===== src/rtl/addsub_pkg.sv =====
// Shared types for the pipelined adder/subtractor: op encoding, result flags, chunk sizing.
package addsub_pkg;

  typedef enum logic {
    OP_ADD = 1'b0,
    OP_SUB = 1'b1
  } addsub_op_t;

  typedef struct packed {
    logic carry;
    logic overflow;
    logic zero;
  } addsub_flags_t;

  // Bits resolved per pipeline stage; width must divide evenly by stages.
  function automatic int chunk_width(input int width, input int stages);
    return width / stages;
  endfunction

endpackage


===== src/rtl/addsub_chunk.sv =====
// Combinational W-bit adder slice with carry in/out; one instance per pipeline stage.
module addsub_chunk #(
  parameter int W = 8
) (
  input  logic [W-1:0] a_i,
  input  logic [W-1:0] b_i,
  input  logic         cin_i,
  output logic [W-1:0] sum_o,
  output logic         cout_o
);

  assign {cout_o, sum_o} = {1'b0, a_i} + {1'b0, b_i} + {{W{1'b0}}, cin_i};

endmodule


===== src/rtl/pipelined_addsub.sv =====
// Pipelined WIDTH-bit add/sub resolving one chunk per stage; latency STAGES, global stall on backpressure.
// Defining ADDSUB_SATURATE_EN adds a sat input that clamps signed overflow in the final stage.
module pipelined_addsub
  import addsub_pkg::*;
#(
  parameter int WIDTH  = 32,
  parameter int STAGES = 4
) (
  input  logic             clk,
  input  logic             rst_n,
  input  logic             in_valid,
  output logic             in_ready,
  input  logic             op,
  input  logic [WIDTH-1:0] a,
  input  logic [WIDTH-1:0] b,
`ifdef ADDSUB_SATURATE_EN
  input  logic             sat,
`endif
  output logic             out_valid,
  input  logic             out_ready,
  output logic [WIDTH-1:0] result,
  output logic             carry,
  output logic             overflow,
  output logic             zero
);

  localparam int CHUNK = chunk_width(WIDTH, STAGES);
  localparam int LAST  = STAGES - 1;
  localparam int MSB   = WIDTH - 1;

  logic                          adv;
  logic [STAGES-1:0]             vld_s, vld_q;
  logic [STAGES-1:0]             cy_s, cy_q;
  logic [STAGES-1:0]             cout_w;
  logic [STAGES-1:0][CHUNK-1:0]  sum_w;
  logic [STAGES-1:0][WIDTH-1:0]  a_s, a_q;
  logic [STAGES-1:0][WIDTH-1:0]  b_s, b_q;
  logic [STAGES-1:0][WIDTH-1:0]  r_s, r_q, r_d;
  logic [WIDTH-1:0]              raw_res;
  logic [WIDTH-1:0]              fin_res;
  addsub_flags_t                 flags_d, flags_q;
`ifdef ADDSUB_SATURATE_EN
  logic [STAGES-1:0]             sat_s, sat_q;
`endif

  assign adv       = !out_valid || out_ready;
  assign in_ready  = adv;
  assign out_valid = vld_q[LAST];
  assign result    = r_q[LAST];
  assign carry     = flags_q.carry;
  assign overflow  = flags_q.overflow;
  assign zero      = flags_q.zero;

  // Stage k consumes the registers of stage k-1; stage 0 takes the ports, with b pre-inverted for SUB.
  for (genvar k = 0; k < STAGES; k++) begin : g_stg
    if (k == 0) begin : g_in
      assign vld_s[0] = in_valid;
      assign a_s[0]   = a;
      assign b_s[0]   = (addsub_op_t'(op) == OP_SUB) ? ~b : b;
      assign cy_s[0]  = (addsub_op_t'(op) == OP_SUB);
      assign r_s[0]   = '0;
`ifdef ADDSUB_SATURATE_EN
      assign sat_s[0] = sat;
`endif
    end else begin : g_fwd
      assign vld_s[k] = vld_q[k-1];
      assign a_s[k]   = a_q[k-1];
      assign b_s[k]   = b_q[k-1];
      assign cy_s[k]  = cy_q[k-1];
      assign r_s[k]   = r_q[k-1];
`ifdef ADDSUB_SATURATE_EN
      assign sat_s[k] = sat_q[k-1];
`endif
    end

    addsub_chunk #(
      .W(CHUNK)
    ) u_chunk (
      .a_i   (a_s[k][k*CHUNK +: CHUNK]),
      .b_i   (b_s[k][k*CHUNK +: CHUNK]),
      .cin_i (cy_s[k]),
      .sum_o (sum_w[k]),
      .cout_o(cout_w[k])
    );
  end

  always_comb begin
    r_d = r_s;
    for (int k = 0; k < STAGES; k++) begin
      r_d[k][k*CHUNK +: CHUNK] = sum_w[k];
    end
    raw_res          = r_d[LAST];
    flags_d.carry    = cout_w[LAST];
    flags_d.overflow = (a_s[LAST][MSB] == b_s[LAST][MSB]) && (raw_res[MSB] != a_s[LAST][MSB]);
    fin_res          = raw_res;
`ifdef ADDSUB_SATURATE_EN
    if (sat_s[LAST] && flags_d.overflow) begin
      fin_res = a_s[LAST][MSB] ? {1'b1, {(WIDTH-1){1'b0}}} : {1'b0, {(WIDTH-1){1'b1}}};
    end
`endif
    flags_d.zero = ~|fin_res;
    r_d[LAST]    = fin_res;
  end

  always_ff @(posedge clk or negedge rst_n) begin
    if (!rst_n) begin
      vld_q   <= '0;
      cy_q    <= '0;
      a_q     <= '0;
      b_q     <= '0;
      r_q     <= '0;
      flags_q <= '0;
`ifdef ADDSUB_SATURATE_EN
      sat_q   <= '0;
`endif
    end else if (adv) begin
      vld_q   <= vld_s;
      cy_q    <= cout_w;
      a_q     <= a_s;
      b_q     <= b_s;
      r_q     <= r_d;
      flags_q <= flags_d;
`ifdef ADDSUB_SATURATE_EN
      sat_q   <= sat_s;
`endif
    end
  end

  // Operands and carry leaving the final stage have no consumer.
  logic unused_tail;
`ifdef ADDSUB_SATURATE_EN
  assign unused_tail = ^{a_q[LAST], b_q[LAST], cy_q[LAST], sat_q[LAST]};
`else
  assign unused_tail = ^{a_q[LAST], b_q[LAST], cy_q[LAST]};
`endif

endmodule


===== config.mk =====
export PLATFORM = sky130hd
export DESIGN_NAME = pipelined_addsub
export DESIGN_NICKNAME = d
export VERILOG_FILES = /design/src/rtl/addsub_pkg.sv /design/src/rtl/addsub_chunk.sv /design/src/rtl/pipelined_addsub.sv
export SDC_FILE = /design/constraint.sdc
export NUM_CORES = 1
export LEC_CHECK = 0
export ABC_AREA = 1
export CAP_MARGIN = 20
export CORE_ASPECT_RATIO = 0.9
export CORE_MARGIN = 2
export CORE_UTILIZATION = 45
export CTS_CLUSTER_DIAMETER = 30
export DETAILED_ROUTE_END_ITERATION = 16
export MAX_ROUTING_LAYER = met4
export PLACE_DENSITY = 0.67
export SLEW_MARGIN = 10
export SYNTH_ARGS = -nofsm -noshare
export SYNTH_HDL_FRONTEND = slang
export SYNTH_SLANG_ARGS = --single-unit

===== constraint.sdc =====
create_clock -name clk -period 2.65 [get_ports clk]
set_clock_uncertainty 0.2 [all_clocks]
set_input_delay 0.6625 -clock clk [delete_from_list [all_inputs] [get_ports clk]]
set_output_delay 0.6625 -clock clk [all_outputs]
set_load 0.01 [all_outputs]

==> metrics.csv, run 1 <==
metric,value,unit
layout cell share with drive strength beyond 1,0.05041,
arrival time of data at the critical path endpoint,1.59,ns
largest net degree at the start of global routing,62,
Slew headroom,0.6187,
PnR worst setup slack,0.1951,ns
grt ovf,0,
category of the critical setup timing path,primary input to output port,
Die Span X,151.2,µm
chip height,136.4,µm
transition at the pin with the smallest max-transition slack,0.5720,ns
number of nets in the synthesized netlist,1104,
"Min Clock Period, post-route",2.455,ns
number of iterations in the first detailed-routing pass,5,
"most common cell after layout, fill and taps aside",nand2_1,
Cell variety after synth,27,
RSZ-0062 raised after global routing,no,
start point of the critical path,out_ready,
min-delay src,vld_q[2],
slowest library cell on the worst path,clkdlybuf4s50_1,
CP Capture Type,output port,
leading cell types by total area after synthesis,"dfrtp_1, nand2_1, o21ai_0, inv_1, ha_1",
total die area,0.02063,mm²
average routed wire per standard cell,13.15,µm
critical path launch point type,primary input,
number of antenna violations at the first check in global routing,0,
buffers inserted during post-CTS setup optimization,0,
share of the core filled with cells,0.5489,
final setup vio count,0,
overall via count from detail_route,6471,
detail-routed via count per cell,4.755,
final hold violation count,0,
share of the yosys chip area belonging to registers,0.5307,
result of the run,"complete, no violations",
Final ANT Viol Nets,0,
H-Tree Depth,4,
maximum buffer depth of the clock tree,2,
post-synthesis area per instance,8.771,µm²
Ports,106,
CTS sink cnt,186,
total core area,0.01916,mm²
number of violations of the max-capacitance limit,0,
Total Negative Setup Slacks,0,ns
total length of routed wires,17900,µm
clock-pin slew of the registers on the worst-case setup and hold paths,0.07,ns
ordered cell list for the critical path,clkdlybuf4s50_1 > or2_4 > dlygate4sd2_1,
number of nets at the end of the flow,1202,
Synth top area share,0.5307,
CTS Buf Count,17,
cell count after synthesis,1000,
placer congestion estimate,0.8412,
static power due to leakage,5.189,nW
CP top delay family,buffers and inverters,
number of antenna diodes,0,
"Clk Latency, worst-skew pair",0.44,ns
final routed DRC violation total,0,
Hold Crit Class,flip-flop to flip-flop,
half-perimeter wire length after placement,12870,µm
launching point of the worst reg2reg path,a_q[88],
synthesis-to-layout area growth,19.89,%
flip-flop and latch count after synthesis,186,
root buffer cell,clkbuf_16,
Buffers on Ports,105,
first-iteration detailed-routing DRC count,399,
highest-count cells in the layout ignoring fill and taps,"nand2_1, dfrtp_1, clkdlybuf4s50_1",
Synth area leader,dfrtp_1,
clock tree from TritonCTS,yes,
post-synthesis instance area,0.008771,mm²
global-route usage over all layers,0.1921,
maximum fanout along the worst path,2,
largest vdd supply drop,0.6864,mV
final max-slew violation count,0,
pre-CTS WS,0.002583,ns
standard-cell rows,48,
Ys Warns,0,
upper clock frequency limit,0.4074,GHz
final worst path period share,0.9264,
Initial Utilization,0.4578,
Crit path buffers/inverters,2,
required time at the endpoint of the critical path,1.79,ns
wire length of the first global-routing pass,30170,µm
largest incremental delay on the critical path,0.40,ns
P per Cell Area,1145,mW/mm²
vias in the first global route,6093,
## final timing paths
| check | depth (start not counted) | slack [ns] | end |
|---|---|---|---|
| setup / recovery | 3 | 0.20 | in_ready |
| hold / removal | 2 | 0.26 | vld_q[3] |
| setup reg to reg | 9 | 0.51 | zero |
| hold reg to reg | 2 | 0.26 | vld_q[3] |
| max in group asynchronous | 3 | 1.03 | r_d[33] |
| min in group asynchronous | 2 | 0.54 | b_q[16] |
## cells in the mapped netlist
library cell and count:
a21o_1 1, a21oi_1 17, a31o_2 1, a31oi_1 6, buf_2 16, buf_4 3
buf_6 19, buf_8 1, clkbuf_1 6, clkinv_4 1, dfrtp_1 186, fa_1 7
ha_1 28, inv_1 94, nand2_1 364, nand3_1 21, nand3b_1 5, nand4_1 12
nor2_1 37, o21ai_0 83, o21ai_1 45, o21bai_1 2, o22ai_2 1, or2_1 1
or2_2 1, xnor2_1 19, xor2_1 23
## kinds of logic after synthesis
group / share of synthesized area
AOI/OAI and AO/OA: 0.09201
xor gates and xnor gates: 0.04194
adders and majority gates: 0.05592
buffers and inverters: 0.08160
DFF: 0.5307
and+or+nand+nor: 0.1979
## cell type report
| type | instances | area [µm²] |
|---|---|---|
| tap | 250 | 312.8 |
| clock buffer | 19 | 442.9 |
| clock inverter | 13 | 96.34 |
| inverter | 95 | 361.6 |
| sequential | 186 | 4654 |
| multi-input combinational | 674 | 3403 |
| timing repair buffer | 124 | 1244 |
| fill | 1759 | 8643 |
## worst reg2reg max path, cell delays in order, from the launching register on
cell	delay [ns]
dfrtp_1	0.40
fa_1	0.47
inv_1	0.09
fa_1	0.45
nand3_1	0.11
nor2_1	0.05
nand3_1	0.09
nor2_1	0.07
nand3_1	0.07
nand2_1	0.05
## stage by stage
step | cell area [µm²] | hold slack, ns | cells | power (mW)
floorplan | 8771 | 0.1669 | 1000 | 8.147
global placement | 9967 | 0.2389 | 1328 | 9.641
detailed placement | 9967 | 0.2386 | 1328 | 9.757
CTS | 10520 | 0.2545 | 1361 | 12.13
global route | 10520 | 0.2792 | 1361 | 13.08
finish | 10520 | 0.2608 | 1361 | 12.04
## state kept, by name, summed over array words and instances, names as in the netlist, 3 cells and up
signal and flops:
r_d 24, fin_res 24, vld_q 4, a_q 48, b_q 48, result 32
cy_q 3
## layer usage
| layer | part of all wire | vias to the layer above | GRT usage |
|---|---|---|---|
| met2 | 0.42 | 126 | 0.2644 |
| met4 | 0.010 | 0 | 0.04621 |
| met1 | 0.53 | 2977 | 0.2920 |
| li1 | - | 3353 | - |
| met5 | 0 | - | - |
| met3 | 0.038 | 15 | 0.03725 |
## timing repair
action	CTS	global route
gates resized for setup	1	0
hold buffers	1	0
hold endpoints to repair	16	0
endpoints found under the setup margin	1	0
## report_power, final
group          internal [mW]  switching [mW]  total [mW]
Sequential              4.09           0.680        4.77
Combinational           2.07            2.86        4.93
Clock                   1.23            1.11        2.34
Total                   7.39            4.65        12.0
(Power assumes the default switching activity.)
==> inputs of run 2 (changes only) <==
CORE_UTILIZATION = 55   (was 45)
CTS_BUF_LIST = sky130_fd_sc_hd__clkbuf_4   (was unset)
PLACE_DENSITY = 0.79   (was 0.67)
==> metrics.csv, run 2 (same netlist as run 1, synthesis figures left out) <==
metric,value,unit
critical path launch point type,primary input,
chip height,123.8,µm
Ports,106,
synthesis-to-layout area growth,17.09,%
half-perimeter wire length after placement,12540,µm
average routed wire per standard cell,13.38,µm
placer congestion estimate,0.8734,
buffers inserted during post-CTS setup optimization,0,
vias in the first global route,6315,
wire length of the first global-routing pass,30170,µm
placed cell count,1277,
number of antenna violations at the first check in global routing,0,
detail-routed via count per cell,5.060,
worst hold stages,2,
first-iteration detailed-routing DRC count,514,
ordered cell list for the critical path,clkdlybuf4s50_1 > or2_4 > dlygate4sd2_1,
final max-slew violation count,0,
Reg2Reg Depth,9,
layout cell share with drive strength beyond 1,0.04783,
P per Cell Area,1124,mW/mm²
standard-cell rows,43,
final worst path period share,0.9248,
CTS sink cnt,186,
Hold Crit Class,flip-flop to flip-flop,
number of antenna diodes,0,
largest incremental delay on the critical path,0.40,ns
clock tree from TritonCTS,yes,
CP Capture Type,output port,
number of nets at the end of the flow,1199,
"final std cell area, no fill",0.01027,mm²
grt ovf,0,
global-route usage over all layers,0.2350,
non-filler instance count after layout,1310,
"most common cell after layout, fill and taps aside",nand2_1,
Initial Utilization,0.5661,
share of the core filled with cells,0.6628,
number of iterations in the first detailed-routing pass,6,
CP top delay family,buffers and inverters,
count of fill cells added during filler insertion,1285,
Buffers on Ports,105,
total length of routed wires,17520,µm
post-route total power,11.54,mW
largest net degree at the start of global routing,96,
transition at the pin with the smallest max-transition slack,0.5230,ns
Final ANT Viol Nets,0,
RSZ-0062 raised after global routing,no,
highest-count cells in the layout ignoring fill and taps,"nand2_1, dfrtp_1, clkdlybuf4s50_1",
CTS Buf Count,17,
slowest library cell on the worst path,clkdlybuf4s50_1,
final routed DRC violation total,0,
Crit path buffers/inverters,2,
number of violations of the max-capacitance limit,0,
PnR worst setup slack,0.1993,ns
overall via count from detail_route,6629,
H-Tree Depth,4,
maximum fanout along the worst path,2,
static power due to leakage,5.099,nW
instance area at placement,0.009910,mm²
final setup vio count,0,
Die Span X,137.1,µm
pre-CTS WS,-0.03694,ns
root buffer cell,clkbuf_4,
final hold violation count,0,
required time at the endpoint of the critical path,1.79,ns
maximum buffer depth of the clock tree,2,
total core area,0.01549,mm²
"Min Clock Period, post-route",2.451,ns
arrival time of data at the critical path endpoint,1.59,ns
upper clock frequency limit,0.4080,GHz
category of the critical setup timing path,primary input to output port,
total die area,0.01697,mm²
CP Depth,3,
"Clk Latency, worst-skew pair",0.58,ns
result of the run,"complete, no violations",
Slew headroom,0.6514,
largest vdd supply drop,0.5264,mV
clock-pin slew of the registers on the worst-case setup and hold paths,0.15,ns
[run 2: changes by cell type in the layout (fill, tap and decap cells not counted), moves of 2 or more]
cell / delta
clkbuf_4: +18
clkbuf_16: -17
buf_4: -5
bufinv_16: +5
clkinv_2: -3
clkinv_4: -3
buf_12: +2
[run 2: tightest hold or removal path, cell delays in order, from the launching register on]
cell and delay (ns):
dfrtp_1 0.37, nand2_1 0.05, nand2_1 0.05
[run 2: routing by layer]
layer  up-vias  GRT usage  part of all wire
met3        20    0.04640             0.053
met5         -          -                 0
met4         0    0.06572             0.013
met1      3081     0.3419              0.49
met2       177     0.3396              0.44
li1       3351          -                 -
[run 2: area by class of cell]
cell class,count,area [µm²],area share
flip-flops and latches,186,4654,0.4532
multi-input cells,674,3403,0.3314
repair buffers,121,1246,0.1213
inverters,95,361.6,0.03521
well taps,202,252.7,0.02461
clock inverters,14,216.5,0.02108
clock buffers,18,135.1,0.01316
[run 2: path summary, 6_finish.rpt]
path                           start    endpoint  slack (ns)
setup / recovery           out_ready    in_ready        0.20
hold / removal               a_q[31]     a_q[63]        0.28
setup reg to reg             a_q[88]        zero        0.45
hold reg to reg              a_q[31]     a_q[63]        0.28
max in group asynchronous      rst_n  result[27]        1.20
min in group asynchronous      rst_n     cy_q[1]        0.43
[run 2: timing repair]
action	4_1_cts	5_1_grt
endpoints found under the setup margin	1	0
hold buffers	1	0
gates resized for setup	1	0
hold endpoints to repair	59	0
[run 2: per-stage QoR]
stage	setup TNS, ns	hold slack (ns)
2_1_floorplan	0	0.1669
6_report	0	0.2794
3_3_place_gp	-0.0007380	0.2312
5_1_grt	0	0.2852
4_1_cts	0	0.2806
3_5_place_dp	-0.07638	0.2551
[run 2: power by group]
part	switching (mW)	internal [mW]	total [mW]
clock network	0.959	0.859	1.82
registers	0.681	4.07	4.75
logic	2.88	2.08	4.97
==> inputs of run 3 (changes only) <==
PLACE_DENSITY = 0.85   (was 0.79)
REMOVE_ABC_BUFFERS = 1   (was unset)
==> metrics.csv, run 3 (same netlist as run 1, synthesis figures left out) <==
metric,value,unit
count of fill cells added during filler insertion,1324,
chip height,123.8,µm
H-Tree Depth,4,
Slew headroom,0.6225,
maximum buffer depth of the clock tree,2,
"Clk Latency, worst-skew pair",0.56,ns
buffers inserted during post-CTS setup optimization,0,
clock tree from TritonCTS,yes,
clock-pin slew of the registers on the worst-case setup and hold paths,0.12,ns
highest-count cells in the layout ignoring fill and taps,"nand2_1, dfrtp_1, clkdlybuf4s50_1",
"Min Clock Period, post-route",2.490,ns
total core area,0.01549,mm²
number of iterations in the first detailed-routing pass,7,
root buffer cell,clkbuf_4,
global-route usage over all layers,0.2269,
CP Capture Type,output port,
wire length of the first global-routing pass,29410,µm
number of violations of the max-capacitance limit,0,
critical path launch point type,primary input,
final worst path period share,0.9396,
average routed wire per standard cell,12.95,µm
maximum fanout along the worst path,2,
CTS Buf Count,17,
final setup vio count,0,
number of nets at the end of the flow,1208,
synthesis-to-layout area growth,15.93,%
total length of routed wires,17030,µm
result of the run,"complete, no violations",
category of the critical setup timing path,primary input to output port,
layout cell share with drive strength beyond 1,0.05216,
arrival time of data at the critical path endpoint,1.63,ns
detail-routed via count per cell,5.052,
number of antenna violations at the first check in global routing,1,
Die Span X,137.1,µm
placer congestion estimate,0.9144,
Total Negative Setup Slacks,0,ns
final max-slew violation count,0,
RSZ-0062 raised after global routing,no,
required time at the endpoint of the critical path,1.79,ns
Buffers on Ports,105,
Hold Crit Class,flip-flop to flip-flop,
worst-case hold slack,0.2719,ns
grt ovf,0,
P per Cell Area,1070,mW/mm²
overall via count from detail_route,6643,
half-perimeter wire length after placement,12430,µm
largest net degree at the start of global routing,70,
upper clock frequency limit,0.4016,GHz
post-route total power,10.88,mW
CP endpoint,in_ready,
vias in the first global route,6282,
CTS sink cnt,186,
reg-to-reg setup timing slack,0.53,ns
static power due to leakage,5.078,nW
Initial Utilization,0.5661,
worst r2r dst,zero,
Final ANT Viol Nets,0,
total die area,0.01697,mm²
final routed DRC violation total,0,
first-iteration detailed-routing DRC count,533,
Reg2Reg Depth,11,
start point of the critical path,out_ready,
final hold violation count,0,
transition at the pin with the smallest max-transition slack,0.5663,ns
Ports,106,
"most common cell after layout, fill and taps aside",nand2_1,
launching point of the worst reg2reg path,a_q[88],
largest vdd supply drop,0.5132,mV
standard-cell rows,43,
[run 3: stage by stage]
stage               worst slack, ns  cells  utilization  instance area, µm²
finish                       0.1600   1315       0.6563               10170
global route                 0.1390   1315       0.6563               10170
CTS                          0.1516   1314       0.6561               10170
detailed placement         -0.03907   1286       0.6431                9965
global placement           -0.04298   1286       0.6431                9965
floorplan                    -3.388    955            -                8417
[run 3: worst min-delay path by stage]
stage / from / to / slack (ns) / depth (start not counted)
after CTS: vld_q[2] / vld_q[3] / 0.28 / 2
after global placement: vld_q[2] / vld_q[3] / 0.24 / 2
after global routing: result[16] / result[16] / 0.30 / 2
final: vld_q[2] / vld_q[3] / 0.27 / 2
after floorplan: rst_n / a_q[10] / 0.17 / 0
after detailed placement: vld_q[2] / vld_q[3] / 0.25 / 2
[run 3: cell type report]
class | count | area [µm²] | share of cell area
antenna | 1 | 2.502 | 0.0002461
clock buffer | 22 | 165.2 | 0.01624
clock inverter | 5 | 27.53 | 0.002707
inverter | 95 | 361.6 | 0.03556
multi-input combinational | 674 | 3403 | 0.3347
sequential | 186 | 4654 | 0.4577
tap | 202 | 252.7 | 0.02486
timing repair buffer | 130 | 1301 | 0.1280
[run 3: power by group]
group	internal [mW]	switching, mW
clock	0.391	0.853
sequential	4.08	0.666
combinational	2.09	2.81
[run 3: metal layers]
metal | global-route usage | share of wire | routed length [µm]
met5 | - | 0 | 0
met2 | 0.3473 | 0.47 | 8035
met1 | 0.3107 | 0.48 | 8092
met4 | 0.07152 | 0.016 | 280
met3 | 0.04233 | 0.037 | 622
[run 3: worst max-delay path: stages]
cell,delay [ns]
clkdlybuf4s50_1,0.40
or2_4,0.28
dlygate4sd2_1,0.29
[run 3: timing repair]
action	4_1_cts	5_1_grt
hold endpoints to repair	63	0
gates resized for setup	1	0
setup endpoints to repair	1	0
hold buffers	1	0
